**src/rtl/fifo_wr_arbiter_pkg.sv**
```systemverilog
// Shared types and the round-robin search used by the FIFO write arbiter
// and any future scheduler that needs the same wrap-around priority pick.
package fifo_arb_pkg;

  typedef enum logic {IDLE = 1'b0, BURST = 1'b1} arb_state_e;

  localparam int MAX_REQ   = 16;
  localparam int MAX_IDX_W = 4;

  typedef struct packed {
    logic                 found;
    logic [MAX_IDX_W-1:0] idx;
  } pick_t;

  // First set bit of valid[n-1:0] searching upward from ptr with wrap.
  function automatic pick_t rr_pick(input logic [MAX_REQ-1:0]   valid,
                                    input logic [MAX_IDX_W-1:0] ptr,
                                    input int                   n);
    pick_t res;
    int    j;
    res = '0;
    for (int k = 0; k < MAX_REQ; k++) begin
      if (k < n) begin
        j = int'(ptr) + k;
        if (j >= n) j = j - n;
        if (!res.found && valid[4'(j)]) begin
          res.found = 1'b1;
          res.idx   = MAX_IDX_W'(j);
        end
      end
    end
    return res;
  endfunction

endpackage

```
**src/rtl/fifo_wr_arbiter_picker.sv**
```systemverilog
// Purely combinational round-robin priority picker over N_REQ valid bits.
module rr_priority_picker
  import fifo_arb_pkg::*;
#(
  parameter  int N_REQ = 4,
  localparam int IDX_W = $clog2(N_REQ)
) (
  input  logic [N_REQ-1:0] valid,
  input  logic [IDX_W-1:0] ptr,
  output logic [IDX_W-1:0] idx,
  output logic             found
);

  pick_t pick;

  always_comb begin
    pick  = rr_pick(MAX_REQ'(valid), MAX_IDX_W'(ptr), N_REQ);
    idx   = IDX_W'(pick.idx);
    found = pick.found;
  end

endmodule

```
**src/rtl/fifo_wr_arbiter.sv**
```systemverilog
// Round-robin, burst-bounded arbiter sharing one FIFO write port among
// N_REQ producers; the FIFO full flag is the only combinational backpressure.
module fifo_wr_arbiter
  import fifo_arb_pkg::*;
#(
  parameter  int WIDTH     = 8,
  parameter  int N_REQ     = 4,
  parameter  int MAX_BURST = 4,
  localparam int IDX_W     = $clog2(N_REQ),
  localparam int CNT_W     = $clog2(MAX_BURST + 1)
) (
  input  logic                   clk,
  input  logic                   rst,
  input  logic [N_REQ-1:0]       req_valid,
  input  logic [N_REQ*WIDTH-1:0] req_data,
  output logic [N_REQ-1:0]       req_ready,
  input  logic                   fifo_full,
  output logic                   fifo_write,
  output logic [WIDTH-1:0]       fifo_data_in,
  output logic                   gnt_valid,
  output logic [IDX_W-1:0]       gnt_id
);

  arb_state_e       state_q, state_d;
  logic [IDX_W-1:0] rr_ptr_q, rr_ptr_d;
  logic [IDX_W-1:0] gnt_id_q, gnt_id_d;
  logic [CNT_W-1:0] burst_cnt_q, burst_cnt_d;
  logic [IDX_W-1:0] pick_idx;
  logic             pick_found;
  logic             xfer;

  rr_priority_picker #(.N_REQ(N_REQ)) u_picker (
    .valid (req_valid),
    .ptr   (rr_ptr_q),
    .idx   (pick_idx),
    .found (pick_found)
  );

  always_ff @(posedge clk or posedge rst) begin
    if (rst) begin
      state_q     <= IDLE;
      rr_ptr_q    <= '0;
      gnt_id_q    <= '0;
      burst_cnt_q <= '0;
    end else begin
      state_q     <= state_d;
      rr_ptr_q    <= rr_ptr_d;
      gnt_id_q    <= gnt_id_d;
      burst_cnt_q <= burst_cnt_d;
    end
  end

  always_comb begin
    state_d     = state_q;
    rr_ptr_d    = rr_ptr_q;
    gnt_id_d    = gnt_id_q;
    burst_cnt_d = burst_cnt_q;
    case (state_q)
      IDLE: begin
        if (pick_found) begin
          state_d     = BURST;
          gnt_id_d    = pick_idx;
          rr_ptr_d    = (pick_idx == IDX_W'(N_REQ - 1)) ? '0 : pick_idx + 1'b1;
          burst_cnt_d = '0;
        end
      end
      BURST: begin
        // A full stall leaves the count untouched so stalls never shorten a burst.
        if (!req_valid[gnt_id_q]) begin
          state_d     = IDLE;
          burst_cnt_d = '0;
        end else if (xfer) begin
          if (burst_cnt_q == CNT_W'(MAX_BURST - 1)) begin
            state_d     = IDLE;
            burst_cnt_d = '0;
          end else begin
            burst_cnt_d = burst_cnt_q + 1'b1;
          end
        end
      end
    endcase
  end

  always_comb begin
    gnt_valid    = 1'b0;
    req_ready    = '0;
    xfer         = 1'b0;
    fifo_data_in = '0;
    if (state_q == BURST) begin
      gnt_valid           = 1'b1;
      req_ready[gnt_id_q] = ~fifo_full;
      xfer                = req_valid[gnt_id_q] & ~fifo_full;
      fifo_data_in        = req_data[gnt_id_q*WIDTH +: WIDTH];
    end
    fifo_write = xfer;
    gnt_id     = gnt_id_q;
  end

endmodule

```
**config.mk**
```make
export PLATFORM = sky130hd
export DESIGN_NAME = fifo_wr_arbiter
export DESIGN_NICKNAME = d
export VERILOG_FILES = /design/src/rtl/fifo_wr_arbiter_pkg.sv /design/src/rtl/fifo_wr_arbiter_picker.sv /design/src/rtl/fifo_wr_arbiter.sv
export SDC_FILE = /design/constraint.sdc
export NUM_CORES = 1
export LEC_CHECK = 0
export ABC_AREA = 1
export BUFFER_PORTS_ARGS = -buffer_cell sky130_fd_sc_hd__buf_2
export CELL_PAD_IN_SITES_DETAIL_PLACEMENT = 0
export CELL_PAD_IN_SITES_GLOBAL_PLACEMENT = 2
export CORE_UTILIZATION = 23
export CTS_CLUSTER_DIAMETER = 80
export DETAILED_ROUTE_END_ITERATION = 8
export GPL_TIMING_DRIVEN = 0
export HOLD_SLACK_MARGIN = 0.03
export PLACE_DENSITY_LB_ADDON = 0.08
export SLEW_MARGIN = 20
export SYNTH_ARGS = -nofsm -noshare
export SYNTH_HDL_FRONTEND = slang
export SYNTH_SLANG_ARGS = --single-unit
```
**constraint.sdc**
```tcl
create_clock -name clk -period 2.6 [get_ports clk]
set_clock_uncertainty 0.05 [all_clocks]
set_input_delay 0.26 -clock clk [delete_from_list [all_inputs] [get_ports clk]]
set_output_delay 0.26 -clock clk [all_outputs]
set_load 0.03 [all_outputs]
```
==> impl_metrics.toml <==
[logic_synthesis]
ys_seq_area_share_pct = 17.3
synth_top_area_share_pct = 17.3
synth_commonest_cells = "33 x nand2_1, 30 x nand3_1, 16 x inv_1"
synth_cell_type_count = 29
yosys.area.top_type = "dfrtp_1"
synth.area.top_cells = "dfrtp_1 17%, nand3_1 13%, nand2_1 11%, nand2_2 7.6%, ha_1 6.5%"
synth_flop_cell = "dfrtp_1"
synth_area_um2 = 1160
synthesis.instances = 171
yosysWarnings = 0
syn-mean-instance-area_um2 = 6.78
async_flop_share_pct = 100
synthMostInstantiatedCell = "nand2_1"
synth_edf_count = 0
ys_seq_elements = 8
syn_nets = 216

[power_and_ir_drop]
p_leak_nw = 0.823
vdd_drop_max_mv = 0.369
p_per_area_nw_per_um2 = 1380

[timing]
rsz0062_at_grt = "no"
max_freq_mhz = 435
max_slew.worst_pin.slew_ns = 0.511
finalCritPeriodShare_pct = 88.4
whs_ns = 0.309
report.final.slew_viol_count = 0
hold_viol_final = 0
setup_viol = 0
slew_headroom_pct = 65.9
finalSetupTns_ns = 0
fin_crit_ns = 2.30

[routing]
drt-vias-per-instance = 4.47
dr.pass1.iters = 4
drt_iter0_markers = 40
via_count = 1322
ant_nets = 0
highest_layer = "met4"
drc = 0
wl_mm = 3.64
wl_met2_mm = 1.80
wl_met1_mm = 1.71
wl_per_cell_um = 12.3
met3_length_um = 118

[run_status]
status = "completed"

[placement]
place_hpwl_mm = 2.90
dp.cells = 292
dpl_cell_area_um2 = 1510
gp_congestion = 0.764
portBuffers = 54

[worst_setup_path]
crit_fanout = 8
crit_chain = "buf_6 -> inv_8 -> ha_1 -> inv_1 -> nand3_2 -> nand3_2 -> nand3_4 -> nand3_1 -> nand2_1 -> nor2_1 -> ha_1 -> nand2_1 -> o21ai_1"
critPathLaunch = "rr_ptr_q[0]"
cp.arrival_ns = 2.36
end_kind = "flip-flop"
startpoint_type = "flip-flop"
slowest_delay_ns = 0.40
reg2reg_from = "rr_ptr_q[0]"
regToRegSetupSlack_ns = 0.30
critPathRequiredTime_ns = 2.66
crit_type = "reg -> reg"
crit_slowest_cell = "dfrtp_1"

[global_routing]
first_global_vias = 1245
globalRouteTotalUtil_pct = 14.5
grt-ovfl-total = 0
antenna_found_initial = 0
grt_pass1_wl_mm = 5.89
grt_max_degree = 11

[clock_tree]
cts.repair.resized = 0
cts.path.max_buffers = 2
cts_buffers = 3
clk_latency_ns = 0.23
cts_tree = "done"
clock-sinks = 8
cts_max_level = 1
cts_hold_buf = 1
root_buffer = "clkbuf_8"
clk_pin_slew_ns = 0.04
post_cts_buffers = 0

[floorplan]
initial_core_util_pct = 24.2
rows = 25
die_h_um = 73.0
core-area_um2 = 4790
die_area_um2 = 5330
io_pins = 55
die_w_um = 73.0

[cells_and_area]
n_fill_cell = 545
regArea_um2 = 200
num-nets-final = 276
final_area_um2 = 1560
multiInputGateArea_um2 = 826
layoutNonFillerInstCount = 296
drive_above_1_share_pct = 41.9
antenna_cells = 0
area_growth_pct = 35.0

[run]
max-cap-violations = 0

[hold_path]
hold_start = "fifo_full"
min_path_type = "in -> reg"
cell families (layout without fill, tap and decap cells):
kind of cell / count (synthesis) / in the layout / synth area share [%]
and+or+nand+nor: 108 / 108 / 50.3
buffers and inverters: 28 / 86 / 11.4
AOI/OAI and AO/OA: 21 / 21 / 14.5
DFF: 8 / 8 / 17.3
adders and majority gates: 6 / 6 / 6.48
cells in the final DEF (no fill, tap or decap):
master and count:
or2_2 1, clkbuf_8 3, inv_4 1, nand3_2 3, buf_2 56, dlygate4sd3_1 1, inv_2 3, buf_6 2
a21oi_1 1, dfrtp_1 8, nand3_1 30, o2111ai_4 1, clkbuf_1 1, nand3_4 1, nor2_4 4, nand4_1 2
inv_1 16, nand2_4 3, nor2_2 1, and3_4 1, o21ai_1 2, a31oi_1 8, nor3_1 2, ha_1 6
nor2_1 13, nand2_1 33, o21ai_4 1, buf_1 2, nand2_2 14, a22oi_1 8, inv_8 1
registers in the layout (all words and copies together), names as in the netlist:
| register | count |
|---|---|
| burst_cnt_q | 3 |
| gnt_id | 2 |
| rr_ptr_q | 2 |
| state_q | 1 |
metrics by stage:
step | setup slack (ns) | total power (W) | utilization [%]
after CTS | 0.289 | 0.00218 | 32.7
final | 0.302 | 0.00216 | 32.7
after floorplan | 0.504 | 0.00160 | -
after global placement | 0.343 | 0.00201 | 31.6
after global routing | 0.0750 | 0.00239 | 32.7
after detailed placement | 0.305 | 0.00202 | 31.6
metal layers:
layer | global-route usage (%) | up-vias
met3 | 2.49 | 2
met4 | 1.96 | 0
met2 | 25.2 | 35
met1 | 19.0 | 594
met5 | 0 | -
li1 | - | 691
cell type report:
cell class              count  share of cell area (%)
clock buffers               3                    2.64
inverters                  21                    5.68
flip-flops and latches      8                    12.8
repair buffers             55                    17.9
multi-input cells         135                    52.8
well taps                  67                    5.36
plain buffers               7                    2.80
worst max-delay path, delay by kind of cell (launching register included):
kind,cells,cell delay (ns)
buffers and inverters,3,0.37
AOI/OAI and AO/OA,1,0.06
and+or+nand+nor,7,0.71
DFF,1,0.40
adders and majority gates,2,0.57
where the power goes:
group          internal (W)  leakage [nW]  switching, W
Combinational      0.000574         0.701       0.00118
Sequential         0.000182         0.100     0.0000680
Clock              0.000101        0.0216     0.0000520
Total              0.000857         0.823       0.00130
path summary, 6_finish.rpt:
kind | end | cells after the start
max | rr_ptr_q[1] | 13
min | state_q | 3
max reg2reg | rr_ptr_q[1] | 13
min reg2reg | burst_cnt_q[2] | 2
max in group asynchronous | gnt_id[1] | 3
min in group asynchronous | burst_cnt_q[2] | 3
Note: power is estimated with default switching activity, not from simulation.
